$ cat src/rtl/gact_scheduler.sv
`default_nettype none
// ============================================================================
//  Module   : gact_scheduler
//  Function : Dispatches tagged tile requests to NUM_ENGINES GACT engines with
//             a round-robin dispatch pointer, collects finished tiles with a
//             round-robin collection pointer and returns them in completion
//             order on a registered valid/ready response port.
//  Option   : define GACT_SCHED_PERF_EN to add 32-bit wrapping dispatch and
//             completion counters (perf_dispatched / perf_completed).
//  Revision : 1.0 - initial release
// ============================================================================
module gact_scheduler #(
  parameter int NUM_ENGINES      = 4,
  parameter int REQUEST_ID_WIDTH = 16,
  parameter int PE_WIDTH         = 16
) (
  input  logic                              clk,
  input  logic                              rst,
  input  logic                              req_valid,
  output logic                              req_ready,
  input  logic [REQUEST_ID_WIDTH-1:0]       req_id,
  input  logic [NUM_ENGINES-1:0]            eng_ready,
  input  logic [NUM_ENGINES-1:0]            eng_done,
  input  logic [NUM_ENGINES*PE_WIDTH-1:0]   eng_score,
  output logic [NUM_ENGINES-1:0]            eng_start,
  output logic [NUM_ENGINES-1:0]            eng_clear_done,
  output logic [REQUEST_ID_WIDTH-1:0]       eng_req_id,
  output logic                              rsp_valid,
  input  logic                              rsp_ready,
  output logic [REQUEST_ID_WIDTH-1:0]       rsp_id,
  output logic [$clog2(NUM_ENGINES)-1:0]    rsp_engine,
  output logic [PE_WIDTH-1:0]               rsp_score
`ifdef GACT_SCHED_PERF_EN
  ,
  output logic [31:0]                       perf_dispatched,
  output logic [31:0]                       perf_completed
`endif
);

  localparam int EW = $clog2(NUM_ENGINES);

  typedef enum logic [2:0] {
    S_IDLE      = 3'd0,
    S_START     = 3'd1,
    S_BUSY      = 3'd2,
    S_DONE_PEND = 3'd3,
    S_CLEAR     = 3'd4
  } slot_t;

  // Per-engine slot state, stored tag and captured score
  slot_t                       slot_q  [NUM_ENGINES];
  slot_t                       slot_d  [NUM_ENGINES];
  logic [REQUEST_ID_WIDTH-1:0] tag_q   [NUM_ENGINES];
  logic [REQUEST_ID_WIDTH-1:0] tag_d   [NUM_ENGINES];
  logic [PE_WIDTH-1:0]         score_q [NUM_ENGINES];
  logic [PE_WIDTH-1:0]         score_d [NUM_ENGINES];

  // Round-robin pointers
  logic [EW-1:0] dp_q, dp_d;
  logic [EW-1:0] cp_q, cp_d;

  // Registered response port
  logic                        rsp_valid_q,  rsp_valid_d;
  logic [REQUEST_ID_WIDTH-1:0] rsp_id_q,     rsp_id_d;
  logic [EW-1:0]               rsp_engine_q, rsp_engine_d;
  logic [PE_WIDTH-1:0]         rsp_score_q,  rsp_score_d;

  logic [NUM_ENGINES-1:0] free_vec;
  logic [NUM_ENGINES-1:0] pend_vec;
  logic [EW:0]            disp_pick;
  logic [EW:0]            col_pick;
  logic                   disp_fire;
  logic                   rsp_fire;
  logic [EW-1:0]          disp_sel;
  logic [EW-1:0]          col_sel;

  // First set bit of vec at or after ptr, wrapping; MSB of result = found.
  // Scanning from the far end down lets the nearest candidate win last.
  function automatic logic [EW:0] rr_pick(input logic [NUM_ENGINES-1:0] vec,
                                          input logic [EW-1:0]          ptr);
    logic [EW:0] pick;
    logic [EW:0] idx;
    pick = '0;
    for (int i = NUM_ENGINES - 1; i >= 0; i--) begin
      idx = {1'b0, ptr} + (EW+1)'(i);
      if (idx >= (EW+1)'(NUM_ENGINES)) idx = idx - (EW+1)'(NUM_ENGINES);
      if (vec[idx[EW-1:0]]) pick = {1'b1, idx[EW-1:0]};
    end
    return pick;
  endfunction

  // Increment modulo NUM_ENGINES (NUM_ENGINES need not be a power of two)
  function automatic logic [EW-1:0] ptr_next(input logic [EW-1:0] p);
    return (p == EW'(NUM_ENGINES - 1)) ? '0 : p + EW'(1);
  endfunction

  // Slot status decode and Moore-style engine strobes
  for (genvar k = 0; k < NUM_ENGINES; k++) begin : g_slot_flags
    assign free_vec[k]       = (slot_q[k] == S_IDLE) && eng_ready[k];
    assign pend_vec[k]       = (slot_q[k] == S_DONE_PEND);
    assign eng_start[k]      = (slot_q[k] == S_START);
    assign eng_clear_done[k] = (slot_q[k] == S_CLEAR);
  end

  assign req_ready = |free_vec;
  assign disp_pick = rr_pick(free_vec, dp_q);
  assign col_pick  = rr_pick(pend_vec, cp_q);
  assign disp_sel  = disp_pick[EW-1:0];
  assign col_sel   = col_pick[EW-1:0];
  assign disp_fire = req_valid && req_ready;
  assign rsp_fire  = rsp_valid_q && rsp_ready;

  assign rsp_valid  = rsp_valid_q;
  assign rsp_id     = rsp_id_q;
  assign rsp_engine = rsp_engine_q;
  assign rsp_score  = rsp_score_q;

  // Tag alongside eng_start: only one slot can be in START in any cycle
  always_comb begin
    eng_req_id = '0;
    for (int k = 0; k < NUM_ENGINES; k++) begin
      if (slot_q[k] == S_START) eng_req_id = eng_req_id | tag_q[k];
    end
  end

  // Slot next-state: dispatch enters from IDLE, collection leaves DONE_PEND
  always_comb begin
    for (int k = 0; k < NUM_ENGINES; k++) begin
      slot_d[k]  = slot_q[k];
      tag_d[k]   = tag_q[k];
      score_d[k] = score_q[k];
      case (slot_q[k])
        S_IDLE: begin
          if (disp_fire && (disp_sel == EW'(k))) begin
            slot_d[k] = S_START;
            tag_d[k]  = req_id;
          end
        end
        S_START: slot_d[k] = S_BUSY;
        S_BUSY: begin
          if (eng_done[k]) begin
            slot_d[k]  = S_DONE_PEND;
            score_d[k] = eng_score[k*PE_WIDTH +: PE_WIDTH];
          end
        end
        S_DONE_PEND: begin
          if (rsp_fire && (rsp_engine_q == EW'(k))) slot_d[k] = S_CLEAR;
        end
        S_CLEAR: slot_d[k] = S_IDLE;
        default: slot_d[k] = S_IDLE;
      endcase
    end
  end

  // Slot state, tag and score registers
  always_ff @(posedge clk or posedge rst) begin
    if (rst) begin
      for (int k = 0; k < NUM_ENGINES; k++) begin
        slot_q[k]  <= S_IDLE;
        tag_q[k]   <= '0;
        score_q[k] <= '0;
      end
    end else begin
      for (int k = 0; k < NUM_ENGINES; k++) begin
        slot_q[k]  <= slot_d[k];
        tag_q[k]   <= tag_d[k];
        score_q[k] <= score_d[k];
      end
    end
  end

  // Pointer updates and response presentation; a new candidate is only
  // loaded while nothing is presented, so the cycle after a handshake is idle
  always_comb begin
    dp_d         = dp_q;
    cp_d         = cp_q;
    rsp_valid_d  = rsp_valid_q;
    rsp_id_d     = rsp_id_q;
    rsp_engine_d = rsp_engine_q;
    rsp_score_d  = rsp_score_q;
    if (disp_fire) dp_d = ptr_next(disp_sel);
    if (rsp_fire) begin
      rsp_valid_d = 1'b0;
      cp_d        = ptr_next(rsp_engine_q);
    end else if (!rsp_valid_q && col_pick[EW]) begin
      rsp_valid_d  = 1'b1;
      rsp_id_d     = tag_q[col_sel];
      rsp_engine_d = col_sel;
      rsp_score_d  = score_q[col_sel];
    end
  end

  // Pointer and response registers
  always_ff @(posedge clk or posedge rst) begin
    if (rst) begin
      dp_q         <= '0;
      cp_q         <= '0;
      rsp_valid_q  <= 1'b0;
      rsp_id_q     <= '0;
      rsp_engine_q <= '0;
      rsp_score_q  <= '0;
    end else begin
      dp_q         <= dp_d;
      cp_q         <= cp_d;
      rsp_valid_q  <= rsp_valid_d;
      rsp_id_q     <= rsp_id_d;
      rsp_engine_q <= rsp_engine_d;
      rsp_score_q  <= rsp_score_d;
    end
  end

`ifdef GACT_SCHED_PERF_EN
  logic [31:0] perf_disp_q, perf_disp_d;
  logic [31:0] perf_comp_q, perf_comp_d;

  // Wrapping handshake counters
  always_comb begin
    perf_disp_d = perf_disp_q;
    perf_comp_d = perf_comp_q;
    if (disp_fire) perf_disp_d = perf_disp_q + 32'd1;
    if (rsp_fire)  perf_comp_d = perf_comp_q + 32'd1;
  end

  // Counter registers
  always_ff @(posedge clk or posedge rst) begin
    if (rst) begin
      perf_disp_q <= '0;
      perf_comp_q <= '0;
    end else begin
      perf_disp_q <= perf_disp_d;
      perf_comp_q <= perf_comp_d;
    end
  end

  assign perf_dispatched = perf_disp_q;
  assign perf_completed  = perf_comp_q;
`endif

endmodule
`default_nettype wire

$ cat config.mk
export PLATFORM = sky130hd
export DESIGN_NAME = gact_scheduler
export DESIGN_NICKNAME = d
export VERILOG_FILES = /design/src/rtl/gact_scheduler.sv
export SDC_FILE = /design/constraint.sdc
export NUM_CORES = 1
export LEC_CHECK = 0
export CAP_MARGIN = 20
export CORE_ASPECT_RATIO = 0.8
export CORE_MARGIN = 3
export CORE_UTILIZATION = 48
export DETAILED_ROUTE_END_ITERATION = 6
export PLACE_DENSITY = 0.77
export RECOVER_POWER = 100
export SYNTH_ARGS = -nofsm -noshare
export SYNTH_HDL_FRONTEND = slang
export SYNTH_SLANG_ARGS = --single-unit
$ cat constraint.sdc
create_clock -name clk -period 5.71 [get_ports clk]
set_clock_uncertainty 0.15 [all_clocks]
set_input_delay 1.142 -clock clk [delete_from_list [all_inputs] [get_ports clk]]
set_output_delay 1.142 -clock clk [all_outputs]
set_load 0.1 [all_outputs]
# Word level (Yosys, flattened, before mapping)
# Index checks and enable logic that the tools add are counted.
# totals
rom_bits	0
mem_bits_rw	0
elab_cells	189
output_inout_bits	60
ff_bits	179
mem_count	0
latch_bits	0
# classes
multipliers	0
addsub	16
n_lt_le_gt_ge	17
eq_ne	34
n_mux	62
bitwise	5
div_mod_pow	0
shifts	0
n_reduce_logical	37
# op_table
op	count
two-way mux 16 bit	8
binary-select mux 16 bit (select 2 bit)	2
two-way mux 3 bit	16
OR 16 bit	3
case mux 3 bit (4 select lines)	4
two-way mux 2 bit	14
equality test 3 x 2 -> 1 bit, second input constant	8
less-than comparator 2 x 3 -> 1 bit, second input constant	8
greater-or-equal comparator 3 bit, second input constant	7
AND reduction 2 bit	9
binary-select mux 1 bit (select 2 bit)	8
!= test 2 x 1 -> 1 bit, second input constant	8
subtractor 2 x 1 -> 2 bit, second input constant	8
logical AND 1 bit	15
adder 2 x 2 -> 3 bit, second input constant	4
equality test 3 x 1 -> 1 bit, second input constant	4
equality test 3 bit, second input constant	4
logical NOT 3 bit	4
AND reduction 3 bit	4
two-way mux 1 bit	10
equality test 2 bit, second input constant	4
!= test 2 bit, second input constant	4
adder 2 x 1 -> 3 bit, second input constant	2
greater-or-equal comparator 2 x 3 -> 1 bit, second input constant	2
other kinds (8)	11

# Longest topological paths before layout
# Gate-level depths: netlist of run 1.
# depth
ltp_word	13
ltp_mapped	11

# Least setup slack after synthesis of run 1
# No wires, ideal clock.
# synth_timing
kind	register to output
startpoint	register slot_q[9] (netlist bit)
endpoint	output port eng_req_id[0]
path_buffers	2
arrival_ns	3.181
stages_incl_launch_ff	6
slack_ns	1.237
path_cell_list	dfrtp_1 > clkbuf_1 > nor3b_1 > clkbuf_1 > a22oi_1 > nand2_1
# synth_between
elab_chain_cells	8
# synth_rtl
element	line	rtl
start, declared	51	slot_t slot_q [NUM_ENGINES];
start signal, assigned by index	165	slot_q[k] <= slot_d[k];
equality test 3 x 1 -> 1 bit (*)	-	
named net eng_start[0]	25	output logic [NUM_ENGINES-1:0] eng_start,
two-way mux 16 bit (*)	122	if (slot_q[k] == S_START) eng_req_id = eng_req_id | tag_q[k];
OR 16 bit	122	
two-way mux 16 bit (*)	122	
OR 16 bit	122	
two-way mux 16 bit (*)	122	
OR 16 bit	122	
two-way mux 16 bit (*)	122	
end, declared	27	output logic [REQUEST_ID_WIDTH-1:0] eng_req_id,
# The timed path passes the listed nets; every way through them passes the cells marked *.

# Final worst setup path of run 1
# layout_timing
startpoint	input port eng_ready[1]
endpoint	output port req_ready
# layout_between
elab_chain_cells	2
# layout_rtl
element	line	rtl
start, declared	22	input logic [NUM_ENGINES-1:0] eng_ready,
logical AND 1 bit	99	assign free_vec[k] = (slot_q[k] == S_IDLE) && eng_ready[k];
OR reduction 4 bit	105	assign req_ready = |free_vec;
end, declared	20	output logic req_ready,
# Every way passes these cells.

==> summary.txt, run 1 <==
run status: complete, but fails checks
failing checks: max-capacitance violations, max-slew violations
hold worst-path end: rsp_id[15]
hold_sp: rsp_id[15]
async set or reset register ratio after synthesis: 100%
largest net degree at the start of global routing: 180
Seq cells post-synth: 179
Util after Layout: 62.8%
worst hold margin: 0.333 ns
Max VDD drop: 0.357 mV
Setup Crit Path Kind: in2out
n_diodes: 0
PwrDens: 611 nW/um^2
# setup viols final: 0
f_max: 197 MHz
clk_lat worst skew: 0.42 ns
number of top-level pins: 152
H-tree depth: 4
Cells after Synth: 646
Synth Area in Simple Gates: 8.16%
synth top area cells: dfrtp_1 54%, mux2_2 17%, mux2i_1 7.5%, o221ai_1 3.4%, a22oi_1 2.9%
setup tns final: 0 ns
Syn-to-layout area delta: 26.4%
wire per inst: 21.3 um
worst r2r dst: rsp_score[11]
clock-pin transition on the worst setup and hold timing paths: 0.06 ns
cell area after synthesis: 8320 sq um
fin crit period: 5.06 ns
Yosys cell types: 47
Worst Path Max Fanout: 6
clock buffer depth: 2
post-synthesis sequential area ratio: 53.8%
Syn Area/Cell: 12.9 sq um
Adder-Cell Fraction of Synth Area: 1.20%
largest family of logic cells by synthesized area: multiplexers
Data arrival, critical path: 3.77 ns
Max Transition Viols Final: 250
Routed Wire Length: 21.7 mm
die area: 19000 sq um
Post-synth top cells: 179 x dfrtp_1, 122 x mux2_2, 64 x nand2_1, 62 x mux2i_1
Layout Nets: 885
Post-synth EDFFs: 0
Detailed Place HPWL: 14.3 mm
std cell rows: 42
Starting Density: 49.7%
syn nets: 746
most frequent cell after synthesis: dfrtp_1
placed instance area: 10100 sq um
GPL Wtd Cong: 0.861
vias in the first global route: 6287
CTS tree: done
reg-to-reg slack, setup: 1.28 ns
root buffer cell: clkbuf_16
drt via density: 5.86
number of antenna violations at the first check in global routing: 0
GRT Total Usage: 23.1%
hold violation total from the final report: 0
Hold Crit Depth: 2
ratio of cells with drive above 1 in the final layout: 21.1%
Critical Path RT: 4.42 ns
Post-CTS Hold Fix Bufs: 0
I/O Buffers: 151
main flop type after synthesis: dfrtp_1
Hold Path Class: reg2reg
DRC viols: 0
max_slew headroom: -61.5%
P_leak: 4.84 nW
first-pass GRT wire length: 33.7 mm
Crit. End Element: output port
die width: 153 um
post-synthesis mux area share: 25.4%
Compound-Gate Fraction of Synth Area: 8.79%
CP startpoint kind: primary input
max-cap violations: 3
Design Power: 6.43 mW
post_cts resized: 0
FF-to-FF Start: slot_q[11]
area leader, netlist: dfrtp_1
postcts setup bufs: 0
period utilization: 88.7%
post-route cell area: 10500 sq um
routed vias: 5966
core area: 16800 sq um
clk sink count: 179
top cell type's share of synthesized area: 53.8%
total gr overflow: 0
TritonCTS buffer count: 17
fillers: 1295
DRT antenna net count: 0
TritonRoute pass-1 iters: 5
worst reg2reg path depth: 5
Yosys Warn Count: 0
worst slew pin tran: 2.42 ns
Synth Area in XOR/XNOR: 0%
DRT iter0 DRCs: 374
chip height: 124 um
unrepaired setup endpoints after global routing: no
==> cell type report <==
class                           instances  area (sq um)  area share, %
Inverter                                5          22.5          0.214
Clock buffer                           23           458           4.35
Tap cell                              220           275           2.62
Multi-Input combinational cell        418          3650           34.6
Sequential cell                       179          4480           42.6
Timing Repair Buffer                  164          1560           14.8
Clock inverter                          9          82.6          0.785
==> kinds of logic after synthesis <==
logic type	count (synthesis)
flops	179
mux	195
simple gates	121
compound gates	94
buf+inv	49
fa+ha+maj	8
==> routing by layer <==
metal  wire (um)  vias up  global-route usage, %
met1        9380     3055                   30.5
met5           0        -                      0
met2       10700      205                   38.2
li1            -     2677                      -
met3        1160       29                   4.55
met4         408        0                   9.40
==> placed cells by master (no fill, tap or decap), drive strengths merged, types with 2 or more instances in the layout <==
cell	count
nor2	7
a21oi	8
o21ai	3
dfrtp	179
o221ai	32
and2	3
a31oi	2
nor3b	8
nand3	2
clkinv	6
inv	4
clkinvlp	3
mux2i	62
o21bai	4
nand3b	5
dlygate4sd3	60
mux2	133
clkdlybuf4s50	86
nor3	7
a22oi	32
nor2b	4
and3	4
nor4bb	3
nor4b	4
a211oi	4
nand2b	4
ha	8
nand2	64
buf	7
nand4	2
clkbuf	34
==> worst max-delay path: stages <==
cell and delay, ns:
clkdlybuf4s50_1 0.46, nor4b_1 0.73, or4_1 0.28, clkdlybuf4s50_1 1.15
==> flip-flops by register name, indices dropped and copies added (netlist names) <==
signal and count:
score_q 64, tag_q 64, rsp_id 16, rsp_score 16, slot_q 12, cp_q 2, dp_q 2, rsp_engine 2
rsp_valid 1
==> stage by stage <==
| step | cells | setup slack (ns) |
|---|---|---|
| finish | 1018 | 0.645 |
| global route | 1018 | 0.552 |
| CTS | 1018 | 1.07 |
| detailed placement | 986 | 1.07 |
| global placement | 986 | 1.13 |
| floorplan | 646 | 1.24 |
==> power breakdown <==
| part | switching, mW | internal [mW] |
|---|---|---|
| registers | 0.351 | 1.73 |
| clock network | 0.469 | 0.610 |
| logic | 2.16 | 1.12 |
| total | 2.98 | 3.45 |
==> worst max-delay path by stage <==
stage	from	to
CTS	eng_ready[2]	req_ready
detailed placement	eng_ready[2]	req_ready
global route	eng_ready[1]	req_ready
finish	eng_ready[1]	req_ready
global placement	eng_ready[2]	req_ready
floorplan	slot_q[9]	eng_req_id[0]
(Power assumes the default switching activity.)
==> run 2, diff against run 1 <==
- CORE_UTILIZATION: 48 -> 49
- CTS_BUF_LIST: not set -> sky130_fd_sc_hd__clkbuf_8
- PLACE_DENSITY: 0.77 -> 0.78
==> run 2 against run 1 <==
Net effect:
- the flow still finishes with violations (max-capacitance violations, max-slew violations)
- non-clock buffer count grew 1
- highest routed layer unchanged
- worst hold slack gained 0.012 ns
- combinational power grew 2%
- fmax grew 7.3%
- largest power group unchanged
- sequential power is essentially flat
- final area shrank 0.74%
- global-route usage grew 1.3 points
- final cell count shrank 0.39%
- register-to-register slack lost 0.06 ns
==> summary.txt, run 2 (synthesized netlist as in run 1, its figures left out) <==
met3 GRT Util: 6.28%
Worst Path Max Fanout: 6
worst setup path endpoint: req_ready
worst hold margin: 0.345 ns
PwrDens: 601 nW/um^2
CP max stage delay: 1.21 ns
drt via density: 5.98
share of power burned in the clock network: 13.6%
die width: 152 um
P_leak: 4.83 nW
Post-CTS Hold Fix Bufs: 0
placed instance area: 10100 sq um
clock-pin transition on the worst setup and hold timing paths: 0.09 ns
core area: 16200 sq um
postcts setup bufs: 0
Crit. End Element: output port
largest net degree at the start of global routing: 70
grt met2 use: 38.5%
FF-to-FF Start: slot_q[8]
CP startpoint kind: primary input
worst slew pin tran: 1.97 ns
post-route cell area: 10400 sq um
top flop regs: score_q: 64 flops, tag_q: 64 flops
post_cts resized: 0
max_slew headroom: -31.0%
unrepaired setup endpoints after global routing: no
worst reg2reg path depth: 5
vias in the first global route: 6253
total gr overflow: 0
Top Usage Layer GRT: met2
Detailed Place HPWL: 14.8 mm
die area: 18600 sq um
Starting Density: 51.4%
CP cell instances: dlygate4sd3_1 > nor4b_4 > or4_1 > dlygate4sd3_1
internal power: 3.28 mW
number of top-level pins: 152
clk sink count: 179
Hold Path Class: reg2reg
DRT iter0 DRCs: 436
GPL Wtd Cong: 0.892
CTS tree: done
I/O Buffers: 151
routed vias: 6068
register share of total power: 33.1%
most frequent cell on the critical path: dlygate4sd3_1
Layout Nets: 886
period utilization: 82.6%
NetSw: 2.99 mW
reg-to-reg slack, setup: 1.22 ns
Worst Setup SP: eng_ready[1]
Crit path buffers/inverters: 2
Syn-to-layout area delta: 25.5%
clk_lat worst skew: 0.46 ns
DRT antenna net count: 0
ratio of cells with drive above 1 in the final layout: 21.9%
clock buffer depth: 2
WP depth: 4
Comb pwr share: 53.3%
Util after Layout: 64.4%
Max Transition Viols Final: 125
number of antenna violations at the first check in global routing: 0
Data arrival, critical path: 3.43 ns
Max VDD drop: 0.495 mV
Critical Path RT: 4.42 ns
TritonCTS buffer count: 17
wire per inst: 21.8 um
GR Util met1: 33.9%
max-cap violations: 4
DRC viols: 0
Routed Wire Length: 22.1 mm
Setup Crit Path Kind: in2out
CP max stage cell: dlygate4sd3_1
crit-path leading delay family: buffers and inverters
first-pass GRT wire length: 34.5 mm
failing checks: max-capacitance violations, max-slew violations
GRT Total Usage: 24.4%
TritonRoute pass-1 iters: 5
H-tree depth: 4
std cell rows: 41
root buffer cell: clkbuf_8
f_max: 212 MHz
setup tns final: 0 ns
fin crit period: 4.72 ns
commonest non-fill, non-tap cells in the layout: 179 x dfrtp_1, 122 x mux2_2, 84 x clkdlybuf4s50_1
hold violation total from the final report: 0
worst r2r dst: rsp_score[14]
run status: complete, but fails checks
Switching Fraction: 47.7%
chip height: 123 um
most common cell after layout, fill and taps aside: dfrtp_1
n_diodes: 0
# setup viols final: 0
[run 2: power groups by stage]
stage                     sequential [mW]  combinational, mW  clock [mW]
after floorplan                      2.75               1.80           0
after global placement               2.07               3.31           0
after detailed placement             2.11               3.38           0
after CTS                            2.08               3.39       0.870
after global routing                 2.14               3.50       0.921
final                                2.08               3.35       0.851
[run 2: area by class of cell]
| cell class | count | area (sq um) |
|---|---|---|
| fill | 1231 | 5770 |
| tap | 215 | 269 |
| sequential | 179 | 4480 |
| clock inverter | 14 | 139 |
| clock buffer | 18 | 248 |
| inverter | 5 | 20.0 |
| timing repair buffer | 165 | 1640 |
| multi-input combinational | 418 | 3650 |
[run 2: how the worst min path moves through the flow]
stage / depth (start not counted) / startpoint / endpoint / slack, ns
3_5_place_dp: 2 / rsp_id[0] / rsp_id[0] / 0.32
2_1_floorplan: 1 / score_q[0] / score_q[0] / 0.32
5_1_grt: 2 / rsp_id[0] / rsp_id[0] / 0.38
3_3_place_gp: 2 / rsp_score[6] / rsp_score[6] / 0.33
4_1_cts: 2 / rsp_id[6] / rsp_id[6] / 0.35
6_report: 2 / rsp_id[6] / rsp_id[6] / 0.35
[run 2: worst min-delay path, cell delays in order, from the launching register on]
cell      delay (ns)
dfrtp_1         0.35
nand2_1         0.05
o221ai_1        0.06
[run 2: per-stage QoR]
stage	setup slack, ns	power, mW	instances
final	0.991	6.28	1014
after global routing	0.884	6.56	1014
after CTS	1.08	6.35	1013
after detailed placement	1.09	5.49	981
after global placement	1.13	5.39	981
after floorplan	1.24	4.55	646
[run 2: metal layers]
layer  up-vias  routed length, um
met5         -                  0
met4         0                318
met3        28               1560
met2       245              10800
met1      3120               9420
li1       2675                  -
==> run 3, diff against run 2 <==
- CORE_UTILIZATION: 49 -> 54
- PLACE_DENSITY: 0.78 -> 0.82
- clock period: 5.71 -> 4.95 ns (I/O delays scaled with it)
==> run 3 against run 2 <==
Net effect:
- the run still ends with max-capacitance violations, max-slew violations left
- clock-buffer cell count is 2 higher
- register-to-register slack worse by 0.41 ns
- via count is 0.43% lower
- routed wire length is 2.8% lower
- highest routed layer unchanged
- sequential power is 15% higher
- sequential share of layout area is 0.061 points lower
- clock power is 34% higher
- first-iteration DRC count is 17% higher
==> summary.txt, run 3 (synthesized netlist as in run 1, its figures left out) <==
run status: complete, but fails checks
failing checks: max-capacitance violations, max-slew violations
number of top-level pins: 152
n_diodes: 0
f_max: 220 MHz
top flop regs: score_q: 64 flops, tag_q: 64 flops
postcts setup bufs: 0
reg-to-reg slack, setup: 0.81 ns
Worst Path Max Fanout: 16
fin crit period: 4.54 ns
CP startpoint kind: primary input
die width: 145 um
worst slew pin tran: 2.43 ns
clk_lat worst skew: 0.46 ns
drt via density: 6.01
P_leak: 4.86 nW
setup tns final: 0 ns
Data arrival, critical path: 4.72 ns
TritonRoute pass-1 iters: 5
DRC viols: 0
largest net degree at the start of global routing: 76
Detailed Place HPWL: 14.8 mm
clock-pin transition on the worst setup and hold timing paths: 0.08 ns
wire per inst: 21.4 um
GPL Wtd Cong: 0.820
fin cells: 1005
Setup Crit Path Kind: in2reg
post-route cell area: 10500 sq um
Routed Wire Length: 21.5 mm
commonest non-fill, non-tap cells in the layout: 179 x dfrtp_1, 121 x mux2_2, 84 x clkdlybuf4s50_1
max_slew headroom: -61.9%
std cell rows: 39
CTS tree: done
Max VDD drop: 0.473 mV
number of antenna violations at the first check in global routing: 0
placed instance area: 10100 sq um
chip height: 117 um
fillers: 1028
Max Transition Viols Final: 220
DRT iter0 DRCs: 512
period utilization: 91.7%
core area: 14700 sq um
hold violation total from the final report: 0
vias in the first global route: 6316
H-tree depth: 4
Layout Nets: 888
I/O Buffers: 151
unrepaired setup endpoints after global routing: no
Syn-to-layout area delta: 25.7%
Starting Density: 56.7%
ratio of cells with drive above 1 in the final layout: 21.8%
DRT antenna net count: 0
total gr overflow: 0
Crit. End Element: flip-flop
Critical Path RT: 5.14 ns
Post-CTS Hold Fix Bufs: 0
TritonCTS buffer count: 17
post_cts resized: 0
Hold Path Class: reg2reg
clock buffer depth: 2
GRT Total Usage: 26.1%
clk sink count: 179
PwrDens: 699 nW/um^2
# setup viols final: 0
max-cap violations: 5
die area: 17000 sq um
most common cell after layout, fill and taps aside: dfrtp_1
root buffer cell: clkbuf_8
first-pass GRT wire length: 33.7 mm
routed vias: 6042
Placed Cells: 974
==> run 3: through the flow <==
| step | setup slack, ns | power [mW] | utilization, % | hold slack [ns] |
|---|---|---|---|---|
| 6_report | 0.412 | 7.31 | 71.2 | 0.338 |
| 5_1_grt | 0.194 | 7.66 | 71.2 | 0.372 |
| 4_1_cts | 0.470 | 7.43 | 71.9 | 0.348 |
| 3_5_place_dp | 0.846 | 6.29 | 68.8 | 0.329 |
| 3_3_place_gp | 1.02 | 6.16 | 68.8 | 0.323 |
| 2_1_floorplan | 0.629 | 5.25 | - | 0.325 |
==> run 3: cell type report <==
cell class	count	area, sq um	area share (%)
well taps	205	256	2.45
flip-flops and latches	179	4480	42.8
clock buffers	20	275	2.63
clock inverters	11	184	1.76
multi-input cells	418	3650	34.9
inverters	5	20.0	0.191
repair buffers	167	1600	15.3
==> run 3: metal layers <==
metal	GRT usage (%)	wire length, um	up-vias
met5	0	0	-
met4	9.51	463	0
met3	6.50	1400	39
met2	39.4	10100	229
met1	37.0	9500	3092
li1	-	-	2682
==> run 3: where the power goes <==
group,switching [mW],internal (mW),total [mW]
clock network,0.508,0.634,1.14
registers,0.407,1.99,2.39
logic,2.48,1.30,3.78
==> run 3: worst paths after layout <==
| check | from | endpoint | cells past startpoint |
|---|---|---|---|
| min | rsp_id[12] | rsp_id[12] | 2 |
| max in group asynchronous | rst | score_q[11] | 3 |
| max reg2reg | slot_q[11] | rsp_score[13] | 6 |
| max | eng_ready[1] | tag_q[9] | 8 |
| min in group asynchronous | rst | score_q[19] | 2 |
| min reg2reg | rsp_id[12] | rsp_id[12] | 2 |
==> run 3: critical path, stage by stage <==
cell	delay (ns)
dlygate4sd3_1	0.55
nor4b_1	0.76
a21oi_1	0.20
nor3_1	0.41
ha_1	0.21
and3_1	0.20
nand3b_1	0.76
mux2_1	0.64
==> edit 1 (flow settings as in run 3) <==
Build with the macro `GACT_SCHED_PERF_EN` defined.
--- a/src/rtl/gact_scheduler.sv
+++ b/src/rtl/gact_scheduler.sv
@@ -9,6 +9,8 @@
 //             completion counters (perf_dispatched / perf_completed).
 //  Revision : 1.0 - initial release
 // ============================================================================
+`define GACT_SCHED_PERF_EN
+
 module gact_scheduler #(
   parameter int NUM_ENGINES      = 4,
   parameter int REQUEST_ID_WIDTH = 16,
Function (old outputs only; new: perf_completed and perf_dispatched): kept (equiv_simple and equiv_induct, registers matched by name and starting in step).
==> edit 1 against run 3 <==
The run still ends with capacitance limit, slew limit left; area after synthesis up 35%; non-clock buffer count rose by 66; register-to-register slack got worse by 0.11 ns; routed wire length increased by 31%; design area up 36%; sequential cell count rose by 64; worst setup slack improved by 0.19 ns; critical path depth down 4; power rose by 20%.
==> edit 1: results (changes against run 3) <==
status: "finished, violations left"
violations: "capacitance limit, slew limit"
design.seq.count: 243  # +36%
xor_xnor_share_of_the_synthesized_area_pct: 4.82  # +4.8 points
grt_first_pass_wirelength_um: 45300  # +34%
multi_input_comb_area_mm2: 0.00477  # +31%
relSlewSlack_pct: -26.9  # +35 points
multiInputCombCellCount: 604  # +44%
gr_layer_usage_met2_pct: 39.3  # -0.11 points
route.vias.total: 8293  # +37%
min-delay-start: "perf_dispatched[31]$_DFFE_PP0N_"
worst_hold_path.endpoint: "perf_dispatched[31]$_DFFE_PP0N_"
synth_sequential_area_ratio_pct: 53.9  # +0.14 points
initialDrtViolationCount: 588  # +15%
m1WireLength_um: 12700  # +34%
clockBufferCount: 51  # +160%
route.met3.wl_um: 2030  # +46%
postSynthNetCount: 1017  # +36%
pin_count_of_the_biggest_net_entering_global_routing: 106  # +39%
cts_buffer_count: 39  # +22
clk_share_pct: 5.34  # +0.95 points
total_leakage_power_nw: 6.84  # +41%
critical_path.reg2reg.endpoint: "rsp_score[3]$_DFFE_PP0P_"
cts.reportedPaths.clkPinSlew_ns: 0.05  # -0.03 ns
synth_common_cells: "sky130_fd_sc_hd__dfrtp_1, sky130_fd_sc_hd__nand2_1, sky130_fd_sc_hd__mux2_2"
netlist_top_cells_area: "sky130_fd_sc_hd__dfrtp_1, sky130_fd_sc_hd__mux2_2, sky130_fd_sc_hd__mux2i_1, sky130_fd_sc_hd__mux2_4, sky130_fd_sc_hd__nand2_1"
cap_violations: 4  # -1
drive_above_1_share_pct: 14.5  # -7.3 points
whs_path_depth: 1  # -1
fill_cells: 1502  # +46%
buffer_ports.inserted: 215  # +42%
worst-r2r-cell-count: 5  # -1
reg2reg_slack_ns: 0.70  # -0.11 ns
post_synth_mux_area_share_pct: 19.5  # -5.9 points
layout.nonclk_buf_share_pct: 15.6  # +0.35 points
global_placement_routability_congestion: 0.850  # +3.7%
route.met2.wl_um: 13000  # +29%
sequential_share_of_cell_area_pct: 42.8  # -0.060 points
post_synthesis_cell_type_count: 53  # +13%
timing_max_transition_violations_final: 160  # -27%
critical_path.startpoint: "eng_ready[0]"
critPathCapture: "req_ready"
grtUsageMet1_pct: 34.8  # -2.2 points
inv_count: 15  # +10
post-route-period-util_pct: 87.9  # -3.8 points
worstPathMaxFanout: 3  # -13
edit 1: power breakdown:
group	leakage [nW]	total, mW	internal, mW	switching [mW]
Clock	0.445	1.68	0.913	0.770
Combinational	3.28	4.12	1.37	2.75
Sequential	3.12	3.00	2.55	0.451
edit 1: critical path, cell delays in order:
cell                            delay [ns]
sky130_fd_sc_hd__dlygate4sd3_1        0.53
sky130_fd_sc_hd__or4b_2               0.64
sky130_fd_sc_hd__nand4_1              0.14
sky130_fd_sc_hd__clkbuf_1             0.91
edit 1: stage by stage:
stage | cell area (um2) | hold slack, ns | util (%) | instances | power [mW]
6_report | 14200 | 0.307 | 70.6 | 1425 | 8.80
5_1_grt | 14200 | 0.337 | 70.6 | 1425 | 9.21
4_1_cts | 14500 | 0.320 | 71.9 | 1425 | 8.94
3_5_place_dp | 13700 | 0.309 | 68.1 | 1359 | 7.24
3_3_place_gp | 13700 | 0.311 | 68.1 | 1359 | 7.15
2_1_floorplan | 11300 | 0.321 | - | 915 | 6.13
==> edit 2 (config.mk and constraints of run 3) <==
Made on the original files. Change the parameter `NUM_ENGINES` from 4 to 8.
--- a/src/rtl/gact_scheduler.sv
+++ b/src/rtl/gact_scheduler.sv
@@ -10,7 +10,7 @@
 //  Revision : 1.0 - initial release
 // ============================================================================
 module gact_scheduler #(
-  parameter int NUM_ENGINES      = 4,
+  parameter int NUM_ENGINES      = 8,
   parameter int REQUEST_ID_WIDTH = 16,
   parameter int PE_WIDTH         = 16
 ) (
Ports: changed (6 resized); port bits go from 152 to 233. The function was not compared with the original's and may differ.
==> edit 2 against run 3 <==
The flow still finishes with violations (capacitance limit, slew limit); area after synthesis grew 110%; via count grew 120%; power grew 140%; maximum frequency shrank 2.2%; worst setup slack lost 0.10 ns; sequential cell count grew 143; routed wire length grew 140%; design area grew 100%; critical path type is now flop to output port; largest power group unchanged; highest routed layer is now met5.
==> edit 2: results (changes against run 3) <==
status: "finished, violations left"
violations: "capacitance limit, slew limit"
timing_max_transition_violations_final: 28  # -87%
global_placement_routability_congestion: 0.901  # +9.9%
pin_count_of_the_biggest_net_entering_global_routing: 74  # -2.6%
cap_violations: 1  # -4
net_count_final: 1805  # +100%
regToRegStartpoint: "slot_q[7]$_DFFE_PP0P_"
power.ir.vdd_worst_mv: 0.851  # +80%
buffer_ports.inserted: 232  # +54%
min-delay-start: "score_q[11]$_DFFE_PP0P_"
postRouteWirelength_um: 52500  # +140%
critical_path.reg2reg.endpoint: "rsp_score[14]$_DFFE_PP0P_"
initialDrtViolationCount: 1214  # +140%
route.vias.total: 13600  # +120%
grt_first_pass_wirelength_um: 81500  # +140%
power.share.combinational_pct: 60.0  # +8.4 points
power-per-cell-area_mw_per_mm2: 833  # +19%
pre_cts_slack_ns: 0.0885  # -0.758 ns
post_synthesis_cell_type_count: 83  # +77%
postSynthNetCount: 1583  # +110%
switching_share_pct: 46.4  # about the same
synth_sequential_area_ratio_pct: 45.9  # -7.9 points
post-place-cells: 1995  # +100%
clk_latency_ns: 0.60  # +0.14 ns
place_area_mm2: 0.0204  # +100%
reg.largest.list: "score_q x128, tag_q x128, slot_q x24"
path_class: "flop to output port"
worst_hold_path.endpoint: "score_q[11]$_DFFE_PP0P_"
pin_slew_with_the_least_headroom_to_its_limit_ns: 2.08  # -0.348 ns
whs_path_depth: 1  # -1
drive_above_1_share_pct: 31.4  # +9.6 points
[edit 2: cell types whose count changed in the layout (fill, tap and decap cells not counted), moves of 22 or more]
cell	change
sky130_fd_sc_hd__nor3_1	+34
sky130_fd_sc_hd__nand2_1	-23
sky130_fd_sc_hd__o221ai_1	-29
sky130_fd_sc_hd__buf_4	+30
sky130_fd_sc_hd__clkdlybuf4s50_1	+68
sky130_fd_sc_hd__clkbuf_8	+45
sky130_fd_sc_hd__inv_1	+22
sky130_fd_sc_hd__nor2_1	+25
sky130_fd_sc_hd__mux2_2	+226
sky130_fd_sc_hd__dfrtp_1	+143
sky130_fd_sc_hd__a22oi_1	+38
sky130_fd_sc_hd__a211oi_1	+31
sky130_fd_sc_hd__o32ai_1	+32
[edit 2: final cells by class]
type,count,area [um2]
fill,2296,10400
timing repair buffer,283,2640
tap,420,526
antenna,4,10.0
multi-input combinational,954,8810
inverter,17,65.1
clock buffer,65,895
clock inverter,30,328
sequential,322,8060
[edit 2: worst max path at each step]
stage | startpoint | to | slack [ns] | depth (start not counted)
after detailed placement | eng_ready[6] | tag_q[66]$_DFFE_PP0P_ | 0.09 | 12
after global placement | eng_ready[6] | tag_q[70]$_DFFE_PP0P_ | 0.23 | 12
final | slot_q[18]$_DFFE_PP0P_ | eng_req_id[0] | 0.31 | 5
after floorplan | rst | cp_q[0]$_DFFE_PP0P_ | -0.48 | 1
after global routing | cp_q[1]$_DFFE_PP0P_ | rsp_score[3]$_DFFE_PP0P_ | 0.20 | 12
after CTS | dp_q[1]$_DFFE_PP0P_ | tag_q[77]$_DFFE_PP0P_ | 0.62 | 12
[edit 2: routing by layer]
layer | up-vias | global-route usage, % | part of all wire (%)
met1 | 6908 | 42.1 | 43
met2 | 702 | 44.4 | 45
li1 | 5833 | - | -
met5 | - | 0 | 0.032
met4 | 2 | 10.5 | 3.2
met3 | 122 | 7.10 | 9.1
[edit 2: logic make-up (layout without fill, tap and decap cells)]
kind of cell             after synthesis  after routing  synth area share [%]
adder cells (fa/ha/maj)               11             11                 0.784
other                                  0              4                     0
XOR/XNOR                               5              5                 0.249
flip-flops                           322            322                  45.9
multiplexers                         463            463                  30.6
AND/OR/NAND/NOR                      237            237                  8.39
buffers and inverters                132            395                  3.91
AO/OA/AOI/OAI                        238            238                  10.2
[edit 2: critical path, stage by stage, from the launching register on]
cell                       delay, ns
sky130_fd_sc_hd__dfrtp_1        0.61
sky130_fd_sc_hd__nor3b_1        0.51
sky130_fd_sc_hd__clkbuf_1       1.00
sky130_fd_sc_hd__a22oi_1        0.24
sky130_fd_sc_hd__nand4_1        0.23
sky130_fd_sc_hd__buf_4          0.33
